<file path="config.mk">
export PLATFORM = sky130hd
export DESIGN_NAME = instruction_prefetch_unit_flat
export DESIGN_NICKNAME = d
export VERILOG_FILES = /design/src/rtl/instruction_prefetch_unit_if.sv /design/src/rtl/instruction_prefetch_unit.sv /design/src/flat_wrapper.sv
export SDC_FILE = /design/constraint.sdc
export NUM_CORES = 1
export LEC_CHECK = 0
export CAP_MARGIN = 20
export CELL_PAD_IN_SITES_DETAIL_PLACEMENT = 1
export CELL_PAD_IN_SITES_GLOBAL_PLACEMENT = 2
export CORE_MARGIN = 4
export CORE_UTILIZATION = 36
export DETAILED_ROUTE_END_ITERATION = 8
export HOLD_SLACK_MARGIN = 0.02
export PLACE_DENSITY = 0.84
export SLEW_MARGIN = 20
export SYNTH_ARGS = -nofsm -noshare
export SYNTH_HDL_FRONTEND = slang
export SYNTH_SLANG_ARGS = --single-unit
</file>
<file path="constraint.sdc">
create_clock -name i_Clock -period 4.6 [get_ports i_Clock]
set_input_delay 0.69 -clock i_Clock [delete_from_list [all_inputs] [get_ports i_Clock]]
set_output_delay 0.69 -clock i_Clock [all_outputs]
set_load 0.005 [all_outputs]
</file>
<file path="src/rtl/instruction_prefetch_unit_if.sv">
// AXI-Lite read channel between the instruction prefetch unit (master) and instruction memory (slave).
interface instruction_prefetch_unit_if #(parameter int XLEN = 32);
  logic [XLEN-1:0] araddr;
  logic            arvalid;
  logic            arready;
  logic [XLEN-1:0] rdata;
  logic [1:0]      rresp;
  logic            rvalid;
  logic            rready;

  modport master (output araddr, arvalid, rready, input arready, rdata, rresp, rvalid);
  modport slave  (input araddr, arvalid, rready, output arready, rdata, rresp, rvalid);
endinterface

</file>
<file path="src/rtl/instruction_prefetch_unit.sv">
// Prefetching AXI-Lite instruction fetch front end: credit-limited AR issue, in-order
// {instr, pc, err} FIFO, and redirect flush that discards responses still in flight.
module instruction_prefetch_unit #(
  parameter int               XLEN            = 32,
  parameter int               DEPTH           = 4,
  parameter int               MAX_OUTSTANDING = 2,
  parameter logic [XLEN-1:0]  RESET_PC        = '0
) (
  input  logic            i_Clock,
  input  logic            w_Reset,
  input  logic            i_Enable,
  input  logic            i_Redirect,
  input  logic [XLEN-1:0] i_Redirect_PC,
  input  logic            i_Ready,
  output logic            o_Valid,
  output logic [XLEN-1:0] o_Instruction,
  output logic [XLEN-1:0] o_PC,
  output logic            o_Fetch_Error,
  instruction_prefetch_unit_if.master s_axil
);
  localparam int PW  = (DEPTH > 1) ? $clog2(DEPTH) : 1;
  localparam int CW  = $clog2(DEPTH + 1);
  localparam int CW1 = CW + 1;

  typedef struct packed {
    logic [XLEN-1:0] instr;
    logic [XLEN-1:0] pc;
    logic            err;
  } entry_t;

  entry_t          fifo [DEPTH];
  logic [PW-1:0]   rd_ptr, wr_ptr;
  logic [CW-1:0]   count, outstanding, drop;
  logic [XLEN-1:0] fetch_pc, resp_pc, araddr;
  logic            arvalid;

  logic            ar_hs, r_hs, held, push, pop, issue;
  logic [CW-1:0]   out_n, count_n, drop_n;
  logic [CW1-1:0]  credit;
  logic [XLEN-1:0] redir_pc, fetch_base;

  always_comb begin
    redir_pc = i_Redirect_PC & ~XLEN'(3);
    ar_hs    = arvalid && s_axil.arready;
    r_hs     = s_axil.rvalid;
    held     = arvalid && !s_axil.arready;
    push     = r_hs && (drop == '0) && !i_Redirect;
    pop      = o_Valid && i_Ready && !i_Redirect;
    out_n    = outstanding + CW'(ar_hs) - CW'(r_hs);
    if (i_Redirect) begin
      // Everything still owed by the slave, including a held AR, belongs to the old stream.
      count_n    = '0;
      drop_n     = out_n + CW'(held);
      fetch_base = redir_pc;
    end else begin
      count_n    = count + CW'(push) - CW'(pop);
      drop_n     = drop - CW'(r_hs && (drop != '0));
      fetch_base = fetch_pc;
    end
    // Credit: every AR we issue is guaranteed a FIFO slot, so rready can stay high.
    credit = {1'b0, count_n} + {1'b0, out_n};
    issue  = !held && i_Enable && (drop_n == '0) &&
             (out_n < CW'(MAX_OUTSTANDING)) && (credit < CW1'(DEPTH));
  end

  always_ff @(posedge i_Clock) begin
    if (w_Reset) begin
      rd_ptr      <= '0;
      wr_ptr      <= '0;
      count       <= '0;
      outstanding <= '0;
      drop        <= '0;
      fetch_pc    <= RESET_PC;
      resp_pc     <= RESET_PC;
      araddr      <= RESET_PC;
      arvalid     <= 1'b0;
    end else begin
      outstanding <= out_n;
      count       <= count_n;
      drop        <= drop_n;
      if (i_Redirect) begin
        rd_ptr  <= '0;
        wr_ptr  <= '0;
        resp_pc <= redir_pc;
      end else begin
        if (push) begin
          fifo[wr_ptr] <= {s_axil.rdata, resp_pc, (s_axil.rresp != 2'b00)};
          wr_ptr       <= wr_ptr + 1'b1;
          resp_pc      <= resp_pc + XLEN'(4);
        end
        if (pop) rd_ptr <= rd_ptr + 1'b1;
      end
      // fetch_pc advances when an address is launched; a held AR keeps its own araddr.
      arvalid  <= held || issue;
      fetch_pc <= issue ? fetch_base + XLEN'(4) : fetch_base;
      if (issue) araddr <= fetch_base;
    end
  end

  assign o_Valid        = (count != '0);
  assign o_Instruction  = fifo[rd_ptr].instr;
  assign o_PC           = fifo[rd_ptr].pc;
  assign o_Fetch_Error  = o_Valid && fifo[rd_ptr].err;
  assign s_axil.araddr  = araddr;
  assign s_axil.arvalid = arvalid;
  assign s_axil.rready  = 1'b1;
endmodule

</file>
<file path="src/flat_wrapper.sv">
// flat-port wrapper written by rule: the top's interface ports become plain ports
module instruction_prefetch_unit_flat 
#(
  parameter int               XLEN            = 32,
  parameter int               DEPTH           = 4,
  parameter int               MAX_OUTSTANDING = 2,
  parameter logic [XLEN-1:0]  RESET_PC        = '0
)
  (i_Clock, w_Reset, i_Enable, i_Redirect, i_Redirect_PC, i_Ready, o_Valid, o_Instruction, o_PC, o_Fetch_Error, s_axil_araddr, s_axil_arvalid, s_axil_rready, s_axil_arready, s_axil_rdata, s_axil_rresp, s_axil_rvalid);
  instruction_prefetch_unit_if #(.XLEN(XLEN)) s_axil_i ();
  input  logic i_Clock;
  input  logic w_Reset;
  input  logic i_Enable;
  input  logic i_Redirect;
  input  logic [XLEN-1:0] i_Redirect_PC;
  input  logic i_Ready;
  output logic o_Valid;
  output logic [XLEN-1:0] o_Instruction;
  output logic [XLEN-1:0] o_PC;
  output logic o_Fetch_Error;
  output wire logic [$bits(s_axil_i.araddr)-1:0] s_axil_araddr;
  output wire logic [$bits(s_axil_i.arvalid)-1:0] s_axil_arvalid;
  output wire logic [$bits(s_axil_i.rready)-1:0] s_axil_rready;
  input wire logic [$bits(s_axil_i.arready)-1:0] s_axil_arready;
  input wire logic [$bits(s_axil_i.rdata)-1:0] s_axil_rdata;
  input wire logic [$bits(s_axil_i.rresp)-1:0] s_axil_rresp;
  input wire logic [$bits(s_axil_i.rvalid)-1:0] s_axil_rvalid;
  assign s_axil_araddr = s_axil_i.araddr;
  assign s_axil_arvalid = s_axil_i.arvalid;
  assign s_axil_rready = s_axil_i.rready;
  assign s_axil_i.arready = s_axil_arready;
  assign s_axil_i.rdata = s_axil_rdata;
  assign s_axil_i.rresp = s_axil_rresp;
  assign s_axil_i.rvalid = s_axil_rvalid;
  instruction_prefetch_unit #(.XLEN(XLEN), .DEPTH(DEPTH), .MAX_OUTSTANDING(MAX_OUTSTANDING), .RESET_PC(RESET_PC)) u_core (.i_Clock(i_Clock), .w_Reset(w_Reset), .i_Enable(i_Enable), .i_Redirect(i_Redirect), .i_Redirect_PC(i_Redirect_PC), .i_Ready(i_Ready), .o_Valid(o_Valid), .o_Instruction(o_Instruction), .o_PC(o_PC), .o_Fetch_Error(o_Fetch_Error), .s_axil(s_axil_i));
endmodule
</file>
---- Word level (Yosys, flattened, before mapping) ----
Memory sizes are Yosys's and may differ from the RTL's. A register that Yosys moved wholly into a read port is not among the register bits.
Cells that the tools add are included.
storage, ports and cells
  flip-flop bits (word level) ............. 110
  latch bits .............................. 0
  bits in writable memories ............... 260
  memory bits (read-only) ................. 0
  word-level logic and storage cells ...... 59
  memories kept ........................... 1
memories
  name         words  width  rd ports  clocked after memory_dff  write ports  line                             source
  u_core.fifo  4      65     1         1                         1            instruction_prefetch_unit.sv:31  entry_t fifo [DEPTH];
operators by class
  add/sub/neg operators ................... 11
  multipliers ............................. 0
  div/mod/pow operators ................... 0
  order comparisons ....................... 2
  eq/ne operators ......................... 0
  shift operators ......................... 0
  muxes and demuxes ....................... 12
  bitwise operators ....................... 0
  reductions and logical operators ........ 23
operators with widths
  cell                     number
  $mux W32                 4
  $add A32 B3 Y32 const B  2
  $logic_and A1 B1 Y1      12
  $add A3 B1 Y3            3
  $sub A3 B1 Y3            3
  $logic_not A3 Y1         2
  $mux W3                  2
  $reduce_bool A3 Y1       2
  $add A2 B1 Y2 const B    2
  $add A3 B3 Y4            1
  $lt A4 B3 Y1 const B     1
  $mux W1                  4
  $mux W2                  2
  $reduce_bool A2 Y1       2
  $logic_not A1 Y1         3
  $lt A3 B2 Y1 const B     1
  $reduce_or A2 Y1         1
  $logic_or A1 B1 Y1       1

---- Logic depth before layout (Yosys ltp) ----
Gate-level depths: netlist of run 1.
  depth in word-level cells ............... 10
  depth in mapped cells ................... 21
  mapped depth without buffers ............ 16

---- Least setup slack after synthesis of run 1 ----
No wires, ideal clock.
  path kind ............................... input -> register
  start point ............................. input port i_Redirect
  end point ............................... register u_core.fetch_pc[29]
  setup time .............................. 0.121 ns
  arrival ................................. 4.765 ns
  slack ................................... -0.286 ns
  stages .................................. 20
  path buffers ............................ 6
  path through ............................ buf_6 -> buf_2 -> buf_2 -> buf_2 -> clkbuf_1 -> nor2_1 -> ha_1 -> inv_1 -> ha_1 -> inv_1 -> fa_1 -> xnor2_1 -> nor2_1 -> ha_1 -> or3b_1 -> nor4_4 -> o2111ai_2 -> buf_2 -> nor4_1 -> mux2_2
RTL lines
  element                      line                             source
  start, declared              flat_wrapper.sv:14               input logic i_Redirect;
  $logic_not A1 Y1             instruction_prefetch_unit.sv:48  pop = o_Valid && i_Ready && !i_Redirect;
  $logic_and A1 B1 Y1          instruction_prefetch_unit.sv:48
  named net u_core.pop         instruction_prefetch_unit.sv:37  logic ar_hs, r_hs, held, push, pop, issue;
  $sub A3 B1 Y3                instruction_prefetch_unit.sv:56  count_n = count + CW'(push) - CW'(pop);
  $mux W3                      instruction_prefetch_unit.sv:50  if (i_Redirect) begin
  named net u_core.count_n[2]  instruction_prefetch_unit.sv:38  logic [CW-1:0] out_n, count_n, drop_n;
  $add A3 B3 Y4                instruction_prefetch_unit.sv:61  credit = {1'b0, count_n} + {1'b0, out_n};
  $lt A4 B3 Y1                 instruction_prefetch_unit.sv:63  (out_n < CW'(MAX_OUTSTANDING)) && (credit < CW1'(DEPTH));
  $logic_and A1 B1 Y1          instruction_prefetch_unit.sv:63
  $mux W32                     instruction_prefetch_unit.sv:95  fetch_pc <= issue ? fetch_base + XLEN'(4) : fetch_base;
  end signal, assigned         instruction_prefetch_unit.sv:95
  end, declared                instruction_prefetch_unit.sv:34  logic [XLEN-1:0] fetch_pc, resp_pc, araddr;
The timed path passes the listed nets, and every way through them passes these cells.
A chain may end at the register's enable or synchronous reset.

---- Worst setup path after layout of run 1 ----
  start point ............................. register u_core.count[1]
  end point ............................... register u_core.fetch_pc[15]
between the ends
  cells in the longest elaborated chain, start to end .. 9
RTL lines
  element                           line                              source
  start, declared                   instruction_prefetch_unit.sv:33   logic [CW-1:0] count, outstanding, drop;
  start signal, assigned            instruction_prefetch_unit.sv:79   count <= count_n;
  $reduce_bool A3 Y1                instruction_prefetch_unit.sv:100  assign o_Valid = (count != '0);
  $logic_and A1 B1 Y1 (2 in a row)  instruction_prefetch_unit.sv:48
  named net u_core.pop              instruction_prefetch_unit.sv:37
  $sub A3 B1 Y3                     instruction_prefetch_unit.sv:56
  $mux W3                           instruction_prefetch_unit.sv:50
  named net u_core.count_n[2]       instruction_prefetch_unit.sv:38
  $add A3 B3 Y4                     instruction_prefetch_unit.sv:61
  $lt A4 B3 Y1                      instruction_prefetch_unit.sv:63
  $logic_and A1 B1 Y1               instruction_prefetch_unit.sv:63
  $mux W32                          instruction_prefetch_unit.sv:95
The timed path passes the listed nets, and every way through them passes these cells.

==> impl_metrics.ini, run 1 <==
[logic_synthesis]
synth_area_leaders = edfxtp_1 (50%), dfxtp_1 (15%), mux4_2 (9.4%), a21oi_1 (1.8%), nor3_1 (1.7%)
synth_top_cell_by_area = edfxtp_1
async_reset_ff_frac = 0
synth_commonest_cells = edfxtp_1 (252), dfxtp_1 (110), mux4_2 (63), nand2_1 (63), a21oi_1 (53)
synth.avg_cell_area_um2 = 14.3
synth-seq-cells = 362
yosysWarnings = 0
ys.flop_type = edfxtp_1
synth_edf_count = 252
yosysSeqAreaShare = 0.646
syn_area_um2 = 15100
synth_cell_type_count = 64
synth_top_area_frac = 0.500
synth_cells = 1059
yosysMostFrequentCell = edfxtp_1

[worst_hold_path]
worstHoldStart = u_core.fetch_pc[0]
hold_class = reg2reg
worstHoldEndpoint = u_core.fetch_pc[0]
hold_depth = 1

[global_routing]
globalRouteTotalUtil = 0.167
grt_antenna_before_repair = 0
grt_pass1_wl_um = 59700
grt_max_degree = 85
grt_pass1_vias = 10201
grt_overflow = 0

[critical_path]
r2r_cells = 18
r2r-end = u_core.fetch_pc[15]
crit_type = reg2reg
r2r-start = u_core.count[1]
worst-r2r-setup-slack_ns = 0.30
start_kind = flop
worstPathMaxFanout = 14
cp.required_ns = 4.98
arrival_ns = 4.67
crit_path_end_kind = flop

[timing]
setup_viol = 0
rsz0062_at_grt = no
fin_crit_sh = 0.934
relSlewSlack = 0.355
timing.final.max_slew_violations = 0
worst_pin_slew_ns = 0.968
fmax_mhz = 233
final_hold_viol_count = 0
min_period_ns = 4.30
fin_skew_ns = 0.0151
hold_ws_ns = 0.454

[pwr]
pwr-share-seq = 0.474
p_comb_frac = 0.100
total_power_uw = 7700
internal-power_uw = 5880
powerDensity_nw_per_um2 = 408
p_leak_uw = 0.00609
sw_frac_of_total = 0.236
peakVddDrop_mv = 0.261
switchingPower_uw = 1820
clockPowerShare = 0.426

[layout]
fin_cells = 1798
drive_above_1_share = 0.151
area_growth_pct = 24.8
fin_nets = 1326
diodes = 0
utilization = 0.459

[die]
core-area_um2 = 41200
die_w_um = 213
rows = 74
die-area_um2 = 45400
die_y_um = 213
initial_core_util = 0.367
pin_count = 173

[drt]
viasPerCell = 5.34
drtAntennaViolNets = 0
wire_per_inst_um = 21.4
dr.pass1.iters = 4
routed_wl_um = 38500
first_iter_violations = 592
vias = 9603
drc_errors = 0

[status]
status = finished, final reports clean

[clock_network]
cts_tree = built
post_cts_buffers = 0
path_clk_slew_ns = 0.06
cts.sinks = 362
clockRootBuffer = clkbuf_16
clockBufferDepth = 3
hold_buffers = 0
clock_latency_ns = 0.54
cts_buffers = 39
ctsResizeCount = 0
htreeDepth = 2

[place]
portBuffers = 167
place_congestion = 0.804
hpwl_um = 25800
dp.cells = 1726

[job]
drv_cap = 0
## registers in the layout, indices dropped and copies added, names as in the netlist, named ones only
register               count
u_core.fifo              252
u_core.fetch_pc           32
u_core.s_axil.araddr      32
u_core.resp_pc            30
u_core.count               3
u_core.drop                3
u_core.outstanding         3
u_core.rd_ptr              2
u_core.wr_ptr              2
u_core.s_axil.arvalid      1
## layer usage
layer | share of wire | vias to the layer above | track usage
li1 | - | 4452 | -
met1 | 0.46 | 4895 | 0.233
met2 | 0.47 | 208 | 0.276
met3 | 0.054 | 48 | 0.0332
met4 | 0.016 | 0 | 0.0333
met5 | 0 | - | 0
## layout by cell type, fill, tap and decap left out, types with 14 or more instances in the layout
cell             Yosys  final
edfxtp_1           252    252
clkdlybuf4s50_1      0    165
dfxtp_1            110    108
nand2_1             63     63
mux4_2              63     63
a21oi_1             53     53
nor3_1              51     51
nor2_1              48     48
clkbuf_16            0     39
a211oi_1            29     29
buf_4                3     29
inv_1               27     27
nand3_1             25     25
nand4_1             23     23
mux2i_1             22     22
xnor2_1             21     21
nor4_1              17     17
ha_1                16     16
o21ai_0             14     14
mux2_2              14     14
## power groups by stage
stage | registers (uW) | clock network (uW) | logic (uW)
floorplan | 3700 | 0 | 425
global placement | 3710 | 0 | 759
detailed placement | 3720 | 0 | 777
CTS | 3650 | 3370 | 782
global route | 3660 | 3520 | 846
finish | 3650 | 3280 | 773
## through the flow
step / area (um2) / setup TNS, ns / setup slack, ns
floorplan: 15100 / 0 / 0.000308
global placement: 17600 / -0.0489 / -0.0220
detailed placement: 17600 / -0.814 / -0.0869
CTS: 18900 / 0 / 0.289
global route: 18900 / 0 / 0.0238
finish: 18900 / 0 / 0.303
## worst max path at each step
stage,startpoint,endpoint,slack [ns],cells after the start
after global placement,i_Ready,u_core.fetch_pc[21],-0.02,18
after floorplan,i_Redirect,u_core.fetch_pc[29],0.0003,20
after global routing,u_core.count[1],u_core.s_axil.araddr[14],0.02,19
final,u_core.count[1],u_core.fetch_pc[15],0.30,18
after CTS,u_core.count[1],u_core.fetch_pc[15],0.29,18
after detailed placement,i_Ready,u_core.s_axil.araddr[14],-0.09,19
## critical path, stage by stage, from the launching register on
cell and delay (ns):
dfxtp_1 0.34, or3_1 0.37, nand2_1 0.10, nor2_1 0.05
ha_1 0.30, inv_1 0.07, ha_1 0.13, inv_1 0.04
fa_1 0.37, xnor2_1 0.22, nor2_1 0.07, ha_1 0.28
or3b_1 0.41, nor4_4 0.22, o2111ai_4 0.24, buf_12 0.22
buf_4 0.18, nor4b_1 0.38, a211oi_1 0.10
## cell type report
class	instances	area, um2
sequential	362	9770
timing repair buffer	204	2040
clock inverter	28	345
inverter	27	101
clock buffer	44	995
fill	4144	22300
multi-input combinational	601	4970
tap	532	666
## kinds of logic after synthesis
kind of cell	Yosys count	share of synthesized area
other	2	0.000496
buffers and inverters	97	0.0273
muxes	99	0.119
adders and majority gates	18	0.0159
xor gates and xnor gates	31	0.0189
AOI/OAI and AO/OA	154	0.0690
DFF	362	0.646
and+or+nand+nor	296	0.104
Note: power is estimated with default switching activity, not from simulation.
==> inputs of run 2 (changes only) <==
--- a/config.mk
+++ b/config.mk
@@ -9,10 +9,11 @@
 export CELL_PAD_IN_SITES_DETAIL_PLACEMENT = 1
 export CELL_PAD_IN_SITES_GLOBAL_PLACEMENT = 2
 export CORE_MARGIN = 4
-export CORE_UTILIZATION = 36
+export CORE_UTILIZATION = 37
+export CTS_BUF_LIST = sky130_fd_sc_hd__clkbuf_8
 export DETAILED_ROUTE_END_ITERATION = 8
 export HOLD_SLACK_MARGIN = 0.02
-export PLACE_DENSITY = 0.84
+export PLACE_DENSITY_LB_ADDON = 0.1
 export SLEW_MARGIN = 20
 export SYNTH_ARGS = -nofsm -noshare
 export SYNTH_HDL_FRONTEND = slang
==> impl_metrics.ini, run 2 (synthesized netlist as in run 1, its figures left out) <==
[critical_path]
arrival_ns = 4.82
start_kind = flop
cpPeakStageDelay_ns = 0.42
cp.required_ns = 5.16
crit_chain = or3_1 > nand2_1 > nor2_1 > ha_1 > inv_1 > ha_1 > inv_1 > fa_1 > xnor2_1 > nor2_1 > ha_1 > or3b_1 > nor4_4 > o2111ai_4 > buf_4 > nor4_1 > buf_4 > mux2i_1
crit_type = reg2reg
crit_path_end_kind = flop
worstPathMaxFanout = 6
crit_path_frequent_cell = ha_1
cp_slowest_cell = or3_1

[timing]
fin_skew_ns = 0.0222
timing.final.max_slew_violations = 0
fmax_mhz = 234
fin_setup_tns_ns = 0
rsz0062_at_grt = no
hold_ws_ns = 0.322
fin_crit_sh = 0.927
final_hold_viol_count = 0
relSlewSlack = 0.493
min_period_ns = 4.26
worst_pin_slew_ns = 0.760
setup_viol = 0

[global_routing]
globalRouteTotalUtil = 0.174
grt_antenna_before_repair = 0
grt_overflow = 0
grt_max_degree = 65
grt_pass1_wl_um = 60400
grt_pass1_vias = 10048

[pwr]
p_leak_uw = 0.00617
powerDensity_nw_per_um2 = 376
peakVddDrop_mv = 0.204

[die]
rows = 73
core-area_um2 = 40100
die_y_um = 210
die_w_um = 210
die-area_um2 = 44200
pin_count = 173
initial_core_util = 0.377

[clock_network]
clockRootBuffer = clkbuf_8
htreeDepth = 2
cts_tree = built
hold_buffers = 0
post_cts_buffers = 0
clockBufferDepth = 3
cts_buffers = 61
clock_latency_ns = 0.65
path_clk_slew_ns = 0.06
cts.sinks = 362

[layout]
final_common_cell = edfxtp_1
largest-register = u_core.fifo
drive_above_1_share = 0.163
layout_common_cells = edfxtp_1 (252), clkdlybuf4s50_1 (165), dfxtp_1 (108)
largestRegisters = u_core.fifo x252, u_core.fetch_pc x32, u_core.s_axil.araddr x32
area_growth_pct = 24.2
largest_reg_flops = 252
fin_nets = 1353

[drt]
wire_per_inst_um = 21.1
viasPerCell = 5.23
vias = 9621
drc_errors = 0
drtAntennaViolNets = 0
dr.pass1.iters = 4
routed_wl_um = 38900
first_iter_violations = 546

[status]
status = finished, final reports clean

[worst_hold_path]
hold_class = in2reg

[place]
portBuffers = 167
place_congestion = 0.757
hpwl_um = 25900

[job]
drv_cap = 0
==> run 2: critical path, delay by kind of cell, from the launching register on <==
family,cells,cell delay (ns)
buffers and inverters,4,0.50
muxes,1,0.18
and+or+nand+nor,7,1.63
AOI/OAI and AO/OA,1,0.24
DFF,1,0.34
adders and majority gates,4,1.07
xor gates and xnor gates,1,0.22
==> run 2: stage by stage <==
step | cells | setup slack [ns] | util | power [uW] | instance area (um2)
5_1_grt | 1840 | 0.00187 | 0.469 | 7450 | 18800
3_3_place_gp | 1724 | -0.0758 | 0.440 | 4500 | 17700
2_1_floorplan | 1060 | 0.000308 | - | 4120 | 15100
3_5_place_dp | 1724 | -0.106 | 0.440 | 4520 | 17700
6_report | 1841 | 0.335 | 0.469 | 7070 | 18800
4_1_cts | 1840 | 0.259 | 0.469 | 7220 | 18800
==> run 2: path summary, 6_finish.rpt <==
kind,from,endpoint,slack [ns],cells after the start
max,u_core.count[1],u_core.fetch_pc[30],0.34,18
min,i_Redirect,u_core.count[2],0.32,2
max reg2reg,u_core.count[1],u_core.fetch_pc[30],0.34,18
min reg2reg,u_core.fetch_pc[1],u_core.fetch_pc[1],0.47,1
==> run 2: timing repair <==
action                     CTS  global route
resized for setup            0             2
hold endpoints to repair     0             0
setup endpoints to repair    0             3
==> run 2: metal layers <==
metal	wire (um)	vias up	global-route usage
met5	0	-	0
met4	683	0	0.0473
met3	1880	42	0.0321
met2	18200	207	0.277
met1	18100	4833	0.248
li1	-	4539	-
==> run 2: final cells by class <==
| cell class | count | area (um2) |
|---|---|---|
| repair buffers | 209 | 2150 |
| clock inverters | 53 | 265 |
| well taps | 525 | 657 |
| fillers | 4062 | 21300 |
| clock buffers | 63 | 867 |
| inverters | 27 | 101 |
| multi-input cells | 601 | 4980 |
| diodes | 1 | 2.50 |
| flip-flops and latches | 362 | 9770 |
==> run 2: power by group <==
part / switching, uW / internal (uW) / total, uW
Combinational: 439 / 349 / 788
Sequential: 75.0 / 3580 / 3650
Clock: 1290 / 1340 / 2630
Total: 1810 / 5270 / 7070
==> inputs of run 3 (changes only) <==
--- a/config.mk
+++ b/config.mk
@@ -8,9 +8,10 @@
 export CAP_MARGIN = 20
 export CELL_PAD_IN_SITES_DETAIL_PLACEMENT = 1
 export CELL_PAD_IN_SITES_GLOBAL_PLACEMENT = 2
-export CORE_MARGIN = 4
+export CORE_MARGIN = 2
 export CORE_UTILIZATION = 37
 export CTS_BUF_LIST = sky130_fd_sc_hd__clkbuf_8
+export CTS_CLUSTER_DIAMETER = 60
 export DETAILED_ROUTE_END_ITERATION = 8
 export HOLD_SLACK_MARGIN = 0.02
 export PLACE_DENSITY_LB_ADDON = 0.1
==> impl_metrics.ini, run 3 (synthesized netlist as in run 1, its figures left out) <==
[timing]
fin_ws_ns = 0.266
relSlewSlack = 0.429
setup_viol = 0
timing.final.max_slew_violations = 0
final_hold_viol_count = 0
min_period_ns = 4.33
fin_skew_ns = 0.0248
hold_ws_ns = 0.469
fin_crit_sh = 0.942
rsz0062_at_grt = no
worst_pin_slew_ns = 0.854
fmax_mhz = 231

[place]
hpwl_um = 25000
dp.cells = 1726
place_area_um2 = 17600
place_congestion = 0.743
post-place-ws_ns = -0.178
portBuffers = 167

[drt]
vias = 9632
routed_wl_um = 38600
dr.pass1.iters = 5
drc_errors = 0
viasPerCell = 5.23
first_iter_violations = 509
drtAntennaViolNets = 0
wire_per_inst_um = 21.0

[pwr]
powerDensity_nw_per_um2 = 385
peakVddDrop_mv = 0.198
total_power_uw = 7220
p_leak_uw = 0.00614

[clock_network]
cts.sinks = 362
hold_buffers = 0
cts_tree = built
clock_latency_ns = 0.66
path_clk_slew_ns = 0.06
clockRootBuffer = clkbuf_8
htreeDepth = 2
cts_buffers = 61
post_cts_buffers = 0
clockBufferDepth = 3

[layout]
layout_common_cells = edfxtp_1 (252), clkdlybuf4s50_1 (165), dfxtp_1 (108)
largest_reg_flops = 252
regArea_um2 = 9770
fin_nets = 1348
nFillCells = 4095
largest-register = u_core.fifo
diodes = 0
drive_above_1_share = 0.167
multi_input_area_um2 = 4990
largestRegisters = u_core.fifo x252, u_core.fetch_pc x32, u_core.s_axil.araddr x32
fin_cells = 1841
final_common_cell = edfxtp_1
area_growth_pct = 23.9
fin_area_um2 = 18800

[die]
die_y_um = 206
rows = 74
die-area_um2 = 42500
initial_core_util = 0.372
pin_count = 173
die_w_um = 206
core-area_um2 = 40600

[critical_path]
cp.required_ns = 5.17
crit_path_frequent_cell = ha_1
crit_family = simple AND/OR/NAND/NOR gates
critPathBufInv = 4
arrival_ns = 4.91
crit_chain = or3_1 > nand2_1 > nor2_1 > ha_1 > inv_1 > ha_1 > inv_1 > fa_1 > xnor2_1 > nor2_1 > ha_1 > or3b_1 > nor4_4 > o2111ai_4 > buf_4 > nor4_1 > buf_4 > mux2i_1
cpPeakStageDelay_ns = 0.42
crit_type = reg2reg
cp.depth = 18
start_kind = flop
crit_path_end_kind = flop
worstPathMaxFanout = 6
r2r_cells = 18
cp_slowest_cell = or3_1
worst-r2r-setup-slack_ns = 0.27

[global_routing]
grt_antenna_before_repair = 0
grt_pass1_wl_um = 59800
globalRouteTotalUtil = 0.184
grt_overflow = 0
grt_max_degree = 64
grt_pass1_vias = 10119

[worst_hold_path]
hold_depth = 1
hold_class = reg2reg

[job]
drv_cap = 0

[status]
status = finished, final reports clean
==> run 3: changes by cell type in the layout (fill, tap and decap cells not counted), sizes merged <==
cell and delta:
clkbuf +5, clkinv -4, buf -5, inv -3, bufinv +1, diode -1
==> run 3: final timing paths <==
path,from,to
setup / recovery,u_core.count[1],u_core.fetch_pc[30]
hold / removal,u_core.fetch_pc[0],u_core.fetch_pc[0]
setup reg to reg,u_core.count[1],u_core.fetch_pc[30]
hold reg to reg,u_core.fetch_pc[0],u_core.fetch_pc[0]
==> run 3: through the flow <==
step,setup TNS [ns],utilization
after floorplan,0,-
after global placement,-1.42,0.432
after detailed placement,-1.79,0.432
after CTS,0,0.461
after global routing,0,0.461
final,0,0.461
==> run 3: power by group <==
| part | total (uW) | switching [uW] | internal [uW] | leakage (uW) |
|---|---|---|---|---|
| clock network | 2790 | 1320 | 1470 | 0.000698 |
| registers | 3650 | 76.0 | 3580 | 0.00319 |
| logic | 778 | 442 | 336 | 0.00225 |
==> run 3: layout make-up <==
class | instances | share of cell area
flip-flops and latches | 362 | 0.521
inverters | 27 | 0.00540
clock inverters | 47 | 0.0135
well taps | 532 | 0.0355
repair buffers | 204 | 0.109
clock buffers | 68 | 0.0499
multi-input cells | 601 | 0.266
==> run 3: metal layers <==
metal,part of all wire,track usage,up-vias
met3,0.044,0.0402,51
li1,-,-,4524
met1,0.48,0.261,4849
met5,0,0,-
met2,0.46,0.288,208
met4,0.017,0.0469,0
==> run 3: repair_timing <==
item / in CTS / in global routing
gates resized for setup: 0 / 2
endpoints found under the hold margin: 0 / 0
setup endpoints to repair: 0 / 2
